[src/rtl/arb4_rr.sv]
// arb4_rr: four-way round-robin arbiter with grant hold limit.
// All outputs are registered; the grant rotates on release or hold expiry.
module arb4_rr #(
    parameter int MAX_HOLD = 8,
    parameter int CW       = 8
) (
    input  logic       clk,
    input  logic       rst,
    input  logic [3:0] req,
    output logic [3:0] gnt,
    output logic [1:0] gnt_id,
    output logic       busy,
    output logic       forced
);

    typedef enum logic {
        IDLE  = 1'b0,
        GRANT = 1'b1
    } state_t;

    state_t        state, state_n;
    logic [1:0]    ptr, ptr_n;
    logic [1:0]    owner, owner_n;
    logic [CW-1:0] hold_cnt, cnt_n;
    logic          forced_n;
    logic [3:0]    gnt_n;
    logic          busy_n;
    logic [3:0]    own_oh;
    logic [3:0]    others;

    // First set bit of m, searching upward from p with wraparound.
    function automatic logic [1:0] pick(
        input logic [3:0] m,
        input logic [1:0] p
    );
        logic [1:0] r;
        logic [1:0] i;
        r = p;
        for (int k = 3; k >= 0; k--) begin
            i = p + 2'(k);
            if (m[i]) r = i;
        end
        return r;
    endfunction

    assign own_oh = 4'b0001 << owner;
    assign others = req & ~own_oh;

    always_ff @(posedge clk) begin
        if (rst) begin
            state    <= IDLE;
            ptr      <= 2'd0;
            owner    <= 2'd0;
            hold_cnt <= '0;
            gnt      <= 4'b0000;
            busy     <= 1'b0;
            forced   <= 1'b0;
        end else begin
            state    <= state_n;
            ptr      <= ptr_n;
            owner    <= owner_n;
            hold_cnt <= cnt_n;
            gnt      <= gnt_n;
            busy     <= busy_n;
            forced   <= forced_n;
        end
    end

    always_comb begin
        state_n  = state;
        ptr_n    = ptr;
        owner_n  = owner;
        cnt_n    = hold_cnt;
        forced_n = 1'b0;
        unique case (state)
            IDLE: begin
                if (|req) begin
                    owner_n = pick(req, ptr);
                    ptr_n   = owner_n + 2'd1;
                    cnt_n   = CW'(1);
                    state_n = GRANT;
                end
            end
            GRANT: begin
                if (req[owner] && hold_cnt < CW'(MAX_HOLD)) begin
                    cnt_n = hold_cnt + CW'(1);
                end else if (!req[owner]) begin
                    if (|req) begin
                        owner_n = pick(req, ptr);
                        ptr_n   = owner_n + 2'd1;
                        cnt_n   = CW'(1);
                    end else begin
                        cnt_n   = '0;
                        state_n = IDLE;
                    end
                end else begin
                    // Hold expired: hand over, or re-grant a lone owner.
                    forced_n = 1'b1;
                    owner_n  = (|others) ? pick(others, ptr) : owner;
                    ptr_n    = owner_n + 2'd1;
                    cnt_n    = CW'(1);
                end
            end
            default: state_n = IDLE;
        endcase
    end

    always_comb begin
        gnt_n  = 4'b0000;
        busy_n = 1'b0;
        if (state_n == GRANT) begin
            gnt_n  = 4'b0001 << owner_n;
            busy_n = 1'b1;
        end
    end

    assign gnt_id = owner;

endmodule

[config.mk]
export PLATFORM = sky130hd
export DESIGN_NAME = arb4_rr
export DESIGN_NICKNAME = d
export VERILOG_FILES = /design/src/rtl/arb4_rr.sv
export SDC_FILE = /design/constraint.sdc
export NUM_CORES = 1
export LEC_CHECK = 0
export CAP_MARGIN = 20
export CORE_ASPECT_RATIO = 0.7
export CORE_MARGIN = 8
export CORE_UTILIZATION = 50
export CTS_CLUSTER_DIAMETER = 150
export DETAILED_ROUTE_END_ITERATION = 6
export DONT_BUFFER_PORTS = 1
export GPL_TIMING_DRIVEN = 1
export PLACE_DENSITY_LB_ADDON = 0.3
export SLEW_MARGIN = 20
export SYNTH_ARGS = -nofsm -noshare
export SYNTH_HDL_FRONTEND = slang
export SYNTH_SLANG_ARGS = --single-unit
[constraint.sdc]
create_clock -name clk -period 1.75 [get_ports clk]
set_clock_uncertainty 0.05 [all_clocks]
set_input_delay 0.175 -clock clk [delete_from_list [all_inputs] [get_ports clk]]
set_output_delay 0.175 -clock clk [all_outputs]
set_load 0.05 [all_outputs]
==> impl_results.md, run 1 <==
- CP max-delay cell: dfxtp_4
- CTS max path bufs: 2
- Register area share after synthesis: 28.9%
- Area of the multi-input gates: roughly 900 um2
- Synth cell types: 55
- Number of flops mapped to enable cells by yosys: 0
- CP peak stage delay: 390 ps
- Relative slew margins: between 60% and 70%
- # clock sinks: 18
- Fmax: 0.498 GHz
- Post-synth top area share: 28.9%
- Num ports: 14
- TritonCTS clock tree: yes
- Site row count: 15
- Drc violations: 0
- Max FO, Critical Path: 9
- Ys Warns: 0
- Number of max-cap violations: 0
- Nets: approximately 180
- Worst-path cell chain: buf_12, a21boi_4, a22oi_1, and3_4, o21ai_4, o311ai_4, a221o_1, and3_1
- Hold Startpoint: rst
- Initial antenna violation count: 0
- Die Height: 57.8 um
- Pwr dens: 984 mW/mm2
- DP Wirelength: between 2000 and 2500 um
- Final Cycle Share: 115%
- Global route overflow: 0
- Setup ws final: -260 ps
- Register area: ~370 um2
- Die area: about 0.0044 mm2
- First-pass iteration count of the detailed router: 5
- Asr flop ratio synth: 0%
- Die width: between 70 and 80 um
- RSZ-0062 raised after global routing: true
- Final setup viols: 8
- Final core utilization: 65.8%
- Initial core utilization: 51.5%
- DR WL/cell: 18.0 um
- Final instance count without filler cells: 207
- Outcome: finished with violations
- Total GRT Usage: between 10% and 20%
- Worst slack at placement: -247 ps
- First-pass GRT wire length: slightly below 6000 um
- Vias in the first global route: 1,239
- Cells after DPL: 197
- Post-Syn Instances: 147
- Total Power: 1.57 mW
- 1st-iter DRT viols: 186
- H-tree Lvls: 1
- Reg2reg start: gnt_id[1]
- Hold Vio Cnt, Final: 0
- DRT antenna net count: 0
- Layout cell share with drive strength beyond 1: between 30 and 40%
- Synth Cell Area: roughly 0.0012 mm2
- Data required, critical path: 1910 ps
- Startpoint types: register
- Skew-Pair Late Insertion Delay: about 310 ps
- TritonCTS buffer count: 3
- Post-synth top cells: nor2_1 (20), dfxtp_1 (18), a21oi_1 (12)
- Core area: 0.00242 mm2
- Root Driver: clkbuf_4
- GP Congestion: approximately 0.92
- Period minus WS final: 2010 ps
- Largest net degree at the start of global routing: 17
- N_diodes: 0
- Avg Cell Area, Syn: 8.48 um2
- Top delay family on crit path: compound AO/OA/AOI/OAI gates
- Filler cell count in the final layout: 190
- Violated checks: negative setup slack
- Drt total wl: 3730 um
- Final Max Slew Viols: 0
- Vias: 1,326
- Worst Path Class, Setup: reg2reg
- Area grow syn2layout: 27.9%
- Port buffer count: 0
- Yosys top cell by area: dfxtp_1
- Worst EP arrival: 2170 ps
- Worst min path class: in2reg
- Clock transition at path regs: 110 ps
- P_leak: 0.618 nW
- Syn_nets: 154
- Worst Setup SP: gnt_id[1]
- Primary FF master, synth: dfxtp_1
- Vias per cell: approximately 6.4
- Most common cell in the synthesized netlist: nor2_1
- WP buf/inv: 1
- Crit path capture type: register
- #FFs+latches synth: 18
- Tightest Pin Transition: 547 ps
- Area contributors post-synth: dfxtp_1 (29%), nor2_1 (6.0%), a21oi_1 (4.8%), nand2_1 (3.3%), nand2b_4 (2.2%)
- VDD IR-drop max: 401 uV
## final cells by class
class	instances	area share (%)
well taps	34	2.67
clock inverters	1	0.235
inverters	6	1.41
repair buffers	32	16.2
multi-input cells	113	54.9
flip-flops and latches	18	23.1
clock buffers	3	1.41
## routing by layer
metal | vias up | global-route usage [%] | share of wire (%)
met2 | 64 | 25.6 | 47
met4 | 0 | 7.36 | 1.7
met3 | 11 | 4.82 | 7.7
li1 | 596 | - | -
met5 | - | 0 | 0
met1 | 655 | 22.8 | 44
## where the power goes
part | switching, mW | internal (mW)
combinational | 0.424 | 0.374
clock | 0.139 | 0.0834
sequential | 0.0954 | 0.453
## through the flow
| step | cell area, um2 | hold WS [ps] | setup TNS, ps |
|---|---|---|---|
| after global routing | 1590 | 12.1 | -2040 |
| after CTS | 1550 | 29.9 | -1240 |
| after floorplan | 1270 | 196 | -1640 |
| after detailed placement | 1450 | 192 | -1240 |
| after global placement | 1450 | 193 | -782 |
| final | 1590 | 16.8 | -1280 |
## sequential cells by signal, summed over array words and instances, names as in the netlist
signal,flops
ptr,2
gnt,4
busy,1
forced,1
gnt_id,2
hold_cnt,8
## placed cells by master, fill, tap and decap left out, types with 2 or more instances in the layout
master / Yosys / routed
nand2b_1: 3 / 3
a221oi_2: 0 / 2
a22oi_1: 2 / 2
dfxtp_4: 0 / 2
o21ai_0: 5 / 4
and2_1: 2 / 2
o21ai_4: 1 / 2
nand2_1: 11 / 11
buf_4: 3 / 29
dfxtp_1: 18 / 16
a211oi_2: 2 / 3
nor3b_1: 3 / 3
nand2b_4: 2 / 2
nor2_2: 2 / 2
nor2_1: 20 / 17
o221a_4: 0 / 2
inv_1: 5 / 5
a21oi_1: 12 / 11
nor3_1: 5 / 5
o2bb2ai_1: 2 / 2
clkbuf_4: 0 / 3
nor2_4: 1 / 4
nand3_1: 3 / 3
and3_1: 3 / 3
## worst reg2reg max path: cells and delay by family (launching register included)
family | cells | cell delay, ps
AO/OA/AOI/OAI | 5 | 970
AND/OR/NAND/NOR | 2 | 370
flip-flops | 1 | 390
buffers and inverters | 1 | 140
## logic make-up (layout without fill, tap and decap cells)
kind of cell | after synthesis | in the layout | share of synthesized area, %
simple gates | 64 | 64 | 29.4
buf+inv | 16 | 42 | 7.23
mux | 2 | 2 | 2.61
compound gates | 44 | 44 | 29.4
flops | 18 | 18 | 28.9
fa+ha+maj | 1 | 1 | 1.00
xor+xnor | 2 | 2 | 1.41
## final timing paths
check,slack [ps],cells after the start,endpoint
hold / removal,20,2,hold_cnt[5]
setup reg to reg,-260,8,gnt[0]
setup / recovery,-260,8,gnt[0]
hold reg to reg,420,2,hold_cnt[3]
## timing repair
| action | CTS | global route |
|---|---|---|
| hold buffers | 1 | 0 |
| setup buffers | 2 | 3 |
| pin swaps | 9 | 4 |
| gates resized for setup | 7 | 6 |
| hold endpoints to repair | 14 | 0 |
| setup endpoints to repair | 10 | 13 |
(Power assumes the default switching activity.)
==> run 2, diff against run 1 <==
--- a/config.mk
+++ b/config.mk
@@ -5,13 +5,13 @@
 export SDC_FILE = /design/constraint.sdc
 export NUM_CORES = 1
 export LEC_CHECK = 0
+export BUFFER_PORTS_ARGS = -buffer_cell sky130_fd_sc_hd__buf_2
 export CAP_MARGIN = 20
 export CORE_ASPECT_RATIO = 0.7
 export CORE_MARGIN = 8
 export CORE_UTILIZATION = 50
 export CTS_CLUSTER_DIAMETER = 150
 export DETAILED_ROUTE_END_ITERATION = 6
-export DONT_BUFFER_PORTS = 1
 export GPL_TIMING_DRIVEN = 1
 export PLACE_DENSITY_LB_ADDON = 0.3
 export SLEW_MARGIN = 20
==> impl_results.md, run 2 (synthesized netlist as in run 1, its figures left out) <==
- Global route overflow: 0
- First-pass GRT wire length: 5890 um
- Area grow syn2layout: 46.1%
- Period minus WS final: 1990 ps
- Design area: 0.00182 mm2
- Final setup viols: 10
- Root Driver: clkbuf_4
- Pwr dens: 927 mW/mm2
- DR WL/cell: 16.4 um
- Area of the multi-input gates: 903 um2
- Data required, critical path: 1900 ps
- Total GRT Usage: 17.4%
- H-tree Lvls: 1
- Commonest non-fill, non-tap cell in the layout: buf_4
- Fmax: 0.503 GHz
- Max reg flops: 8
- Nets: 210
- Reg2reg start: gnt_id[1]
- CP max-delay cell: dfxtp_4
- GP Congestion: 0.910
- # clock sinks: 18
- Worst Path Class, Setup: reg2reg
- CTS max path bufs: 2
- Port buffer count: 13
- Placement Cell Area: 0.00162 mm2
- Setup ws final: -239 ps
- Initial antenna violation count: 0
- WHS: 194 ps
- Die area: 0.00437 mm2
- Layout cell share with drive strength beyond 1: approximately half
- Filler cell count in the final layout: 163
- Site row count: 15
- Core area: between 0.002 and 0.0025 mm2
- Worst-path cell chain: buf_12, nand2b_4, buf_4, o21ai_0, o21ai_1, o22ai_1, a22oi_2, o221a_4, nor4_4
- Top reg by flops: hold_cnt
- Vias per cell: 5.68
- Setup TNS Final: -1500 ps
- Outcome: finished with violations
- Crit path capture type: register
- Register area: between 300 and 400 um2
- R2R depth: 9
- DRT antenna net count: 0
- Hold Buf Count CTS: 0
- P_leak: roughly 0.77 nW
- Hold Startpoint: rst
- TritonCTS buffer count: 3
- Startpoint types: register
- Drt total wl: 3860 um
- Top Registers: hold_cnt: 8 flops, gnt: 4 flops
- Violated checks: negative setup slack
- WHS Path Cells: 2
- Number of max-cap violations: 0
- Hold Vio Cnt, Final: 0
- Vias: 1,341
- Clock transition at path regs: 90 ps
- DP Wirelength: 2710 um
- Initial core utilization: 51.5%
- Flop-to-flop setup slack: -240 ps
- Num ports: 14
- Relative slew margins: 73.4%
- Tightest Pin Transition: around 400 ps
- Drc violations: 0
- Worst slack at placement: -250 ps
- VDD IR-drop max: 432 uV
- Max FO, Critical Path: 7
- Most frequent cells in the layout: buf_4 (42), nor2_1 (19), dfxtp_1 (15), buf_2 (13), a21oi_1 (11)
- Reg2reg end: gnt[2]
- Total Power: 1.69 mW
- Die width: 75.7 um
- Die Height: 57.8 um
- Largest net degree at the start of global routing: 16
- RSZ-0062 raised after global routing: true
- Final Cycle Share: 114%
- Vias in the first global route: 1,248
- Final Max Slew Viols: 0
- Skew-Pair Late Insertion Delay: 300 ps
- CP peak stage delay: between 300 and 400 ps
- 1st-iter DRT viols: 86
- Worst EP arrival: 2140 ps
- TritonCTS clock tree: yes
- N_diodes: 0
- Worst min path class: in2reg
- First-pass iteration count of the detailed router: 4
- Worst Hold Path EP: gnt_id[1]
-- run 2: power breakdown --
group / internal (mW) / switching, mW / leakage, nW
combinational: 0.453 / 0.532 / 0.606
clock: 0.0832 / 0.123 / 0.0154
sequential: 0.453 / 0.0421 / 0.149
total: 0.989 / 0.697 / 0.770
-- run 2: what timing repair did --
action,CTS,global route
pin swaps,7,6
buffers inserted,6,2
endpoints found under the setup margin,11,13
gates resized for setup,14,9
-- run 2: cell type report --
type	instances	share of cell area (%)
Clock buffer	3	1.24
Clock inverter	1	0.206
Inverter	6	1.24
Multi-Input combinational cell	113	49.6
Sequential cell	18	20.3
Tap cell	34	2.34
Timing Repair Buffer	61	25.1
-- run 2: through the flow --
step | util (%) | std cells
floorplan | - | 147
global placement | 66.9 | 225
detailed placement | 66.9 | 225
CTS | 72.7 | 234
global route | 75.2 | 236
finish | 75.2 | 236
-- run 2: worst max path at each step --
stage / startpoint / slack [ps] / endpoint / depth (start not counted)
2_1_floorplan: gnt_id[1] / -280 / gnt[0] / 8
3_3_place_gp: gnt_id[1] / -180 / gnt[0] / 7
3_5_place_dp: gnt_id[1] / -250 / gnt[2] / 8
4_1_cts: gnt_id[1] / -200 / gnt[0] / 7
5_1_grt: gnt_id[1] / -310 / gnt[0] / 8
6_report: gnt_id[1] / -240 / gnt[2] / 9
-- run 2: worst max-delay path, delay by kind of cell, from the launching register on --
kind                   cells  cell delay [ps]
AOI/OAI and AO/OA          5              790
buffers and inverters      2              280
DFF                        1              370
and+or+nand+nor            2              410
-- run 2: layer usage --
layer  track usage, %  vias up  wire length [um]
li1                 -      653                 -
met1             23.3      643              1760
met2             26.4       41              1790
met3             4.99        4               268
met4             4.63        0                39
met5                0        -                 0
==> run 3, diff against run 2 <==
--- a/config.mk
+++ b/config.mk
@@ -5,8 +5,8 @@
 export SDC_FILE = /design/constraint.sdc
 export NUM_CORES = 1
 export LEC_CHECK = 0
-export BUFFER_PORTS_ARGS = -buffer_cell sky130_fd_sc_hd__buf_2
-export CAP_MARGIN = 20
+export BUFFER_PORTS_ARGS = -buffer_cell sky130_fd_sc_hd__buf_4
+export CAP_MARGIN = 15
 export CORE_ASPECT_RATIO = 0.7
 export CORE_MARGIN = 8
 export CORE_UTILIZATION = 50
==> impl_results.md, run 3 (synthesized netlist as in run 1, its figures left out) <==
- Most frequent cells in the layout: buf_4 (43), nor2_1 (17), dfxtp_1 (15), nand2_1 (10), a21oi_1 (10)
- Die width: 75.7 um
- Final setup viols: 11
- H-tree Lvls: 1
- RSZ-0062 raised after global routing: true
- DRT antenna net count: 0
- Worst slack at placement: -249 ps
- Area grow syn2layout: 44.7%
- Top Registers: hold_cnt: 8 flops, gnt: 4 flops
- Worst Path Class, Setup: reg2reg
- Worst path depth: 8
- Vias: 1,339
- Commonest non-fill, non-tap cell in the layout: buf_4
- Skew-Pair Late Insertion Delay: roughly 300 ps
- 1st-iter DRT viols: 104
- Nets: 200
- Port buffer count: 13
- WHS Path Cells: 2
- Data required, critical path: around 1900 ps
- DP Wirelength: between 2000 and 3000 um
- Crit path capture type: register
- Pwr dens: 941 mW/mm2
- Max FO, Critical Path: 6
- Worst EP arrival: 2160 ps
- # clock sinks: 18
- TritonCTS buffer count: 3
- CP peak stage delay: roughly 530 ps
- Drc violations: 0
- Violated checks: negative setup slack
- Root Driver: clkbuf_4
- Setup ws final: -262 ps
- Clock transition at path regs: roughly 100 ps
- Global route overflow: 0
- Worst min path class: in2reg
- Final Max Slew Viols: 0
- Total GRT Usage: about 17%
- Site row count: 15
- Period minus WS final: 2010 ps
- Hold Buf Count CTS: 0
- Top reg by flops: hold_cnt
- Initial core utilization: 51.5%
- P_leak: 0.742 nW
- Final core utilization: 74.5%
- Tightest Pin Transition: 383 ps
- Max reg flops: 8
- Die Height: 57.8 um
- Drt total wl: 3750 um
- CTS max path bufs: 2
- Core area: between 0.002 and 0.0025 mm2
- DR WL/cell: 16.6 um
- Worst-path cell chain: buf_6, mux4_2, nand2_4, nor2_4, nor2_4, nor2_2, a221o_1, and3_1
- Outcome: finished with violations
- Startpoint types: register
- TritonCTS clock tree: yes
- First-pass GRT wire length: slightly below 6000 um
- GP Congestion: 0.926
- Top delay family on crit path: multiplexers
- Num ports: 14
- Placement Cell Area: 0.00162 mm2
- Fmax: 0.497 GHz
- Vias per cell: 5.92
- Number of max-cap violations: 0
- Largest net degree at the start of global routing: 16
- Design area: 0.00180 mm2
- Initial antenna violation count: 0
- N_diodes: 0
- Layout cell share with drive strength beyond 1: approximately half
- Relative slew margins: around 74%
- Vias in the first global route: approximately 1,200
- R2R depth: 8
- WP buf/inv: 1
- Hold Vio Cnt, Final: 0
- CP max-delay cell: mux4_2
- Die area: 0.00437 mm2
- Final Cycle Share: 115%
- Most Frequent Cell on Critical Path: nor2_4
- First-pass iteration count of the detailed router: 4
- VDD IR-drop max: 440 uV
==> run 3: changes by cell type in the layout (fill, tap and decap cells not counted), sizes merged <==
cell	delta
buf	-10
==> run 3: timing repair <==
| item | CTS | global route |
|---|---|---|
| pin swaps | 14 | 8 |
| endpoints found under the setup margin | 13 | 14 |
| gates resized for setup | 20 | 13 |
| cloned | 0 | 0 |
| setup buffers | 5 | 1 |
==> run 3: path summary, 6_finish.rpt <==
kind               start          end  slack [ps]
min reg2reg  hold_cnt[3]  hold_cnt[3]         420
max reg2reg    gnt_id[1]       gnt[0]        -260
max            gnt_id[1]       gnt[0]        -260
min                  rst    gnt_id[0]         120
==> run 3: metrics by stage <==
stage | hold WS [ps] | std cells | power (mW) | setup TNS, ps
2_1_floorplan | 196 | 147 | 1.05 | -1640
3_3_place_gp | 393 | 219 | 1.32 | -1570
3_5_place_dp | 398 | 219 | 1.33 | -2020
4_1_cts | 88.7 | 228 | 1.64 | -1710
5_1_grt | 99.4 | 226 | 1.78 | -2370
6_report | 116 | 226 | 1.70 | -1590
==> run 3: final cells by class <==
class | count | area, um2
Timing Repair Buffer | 51 | 422
Multi-Input combinational cell | 113 | 918
Fill cell | 154 | 618
Clock buffer | 3 | 22.5
Inverter | 6 | 25.0
Clock inverter | 1 | 3.75
Tap cell | 34 | 42.5
Sequential cell | 18 | 369
==> run 3: routing by layer <==
layer | global-route usage [%] | part of all wire, %
met1 | 24.8 | 43
met2 | 25.0 | 48
met3 | 3.79 | 8.6
met4 | 2.45 | 0.88
met5 | 0 | 0
==> run 3: power breakdown <==
group	switching (mW)	leakage (nW)	total, mW	internal [mW]
Combinational	0.527	0.578	0.979	0.452
Clock	0.133	0.0154	0.216	0.0833
Sequential	0.0475	0.149	0.501	0.454
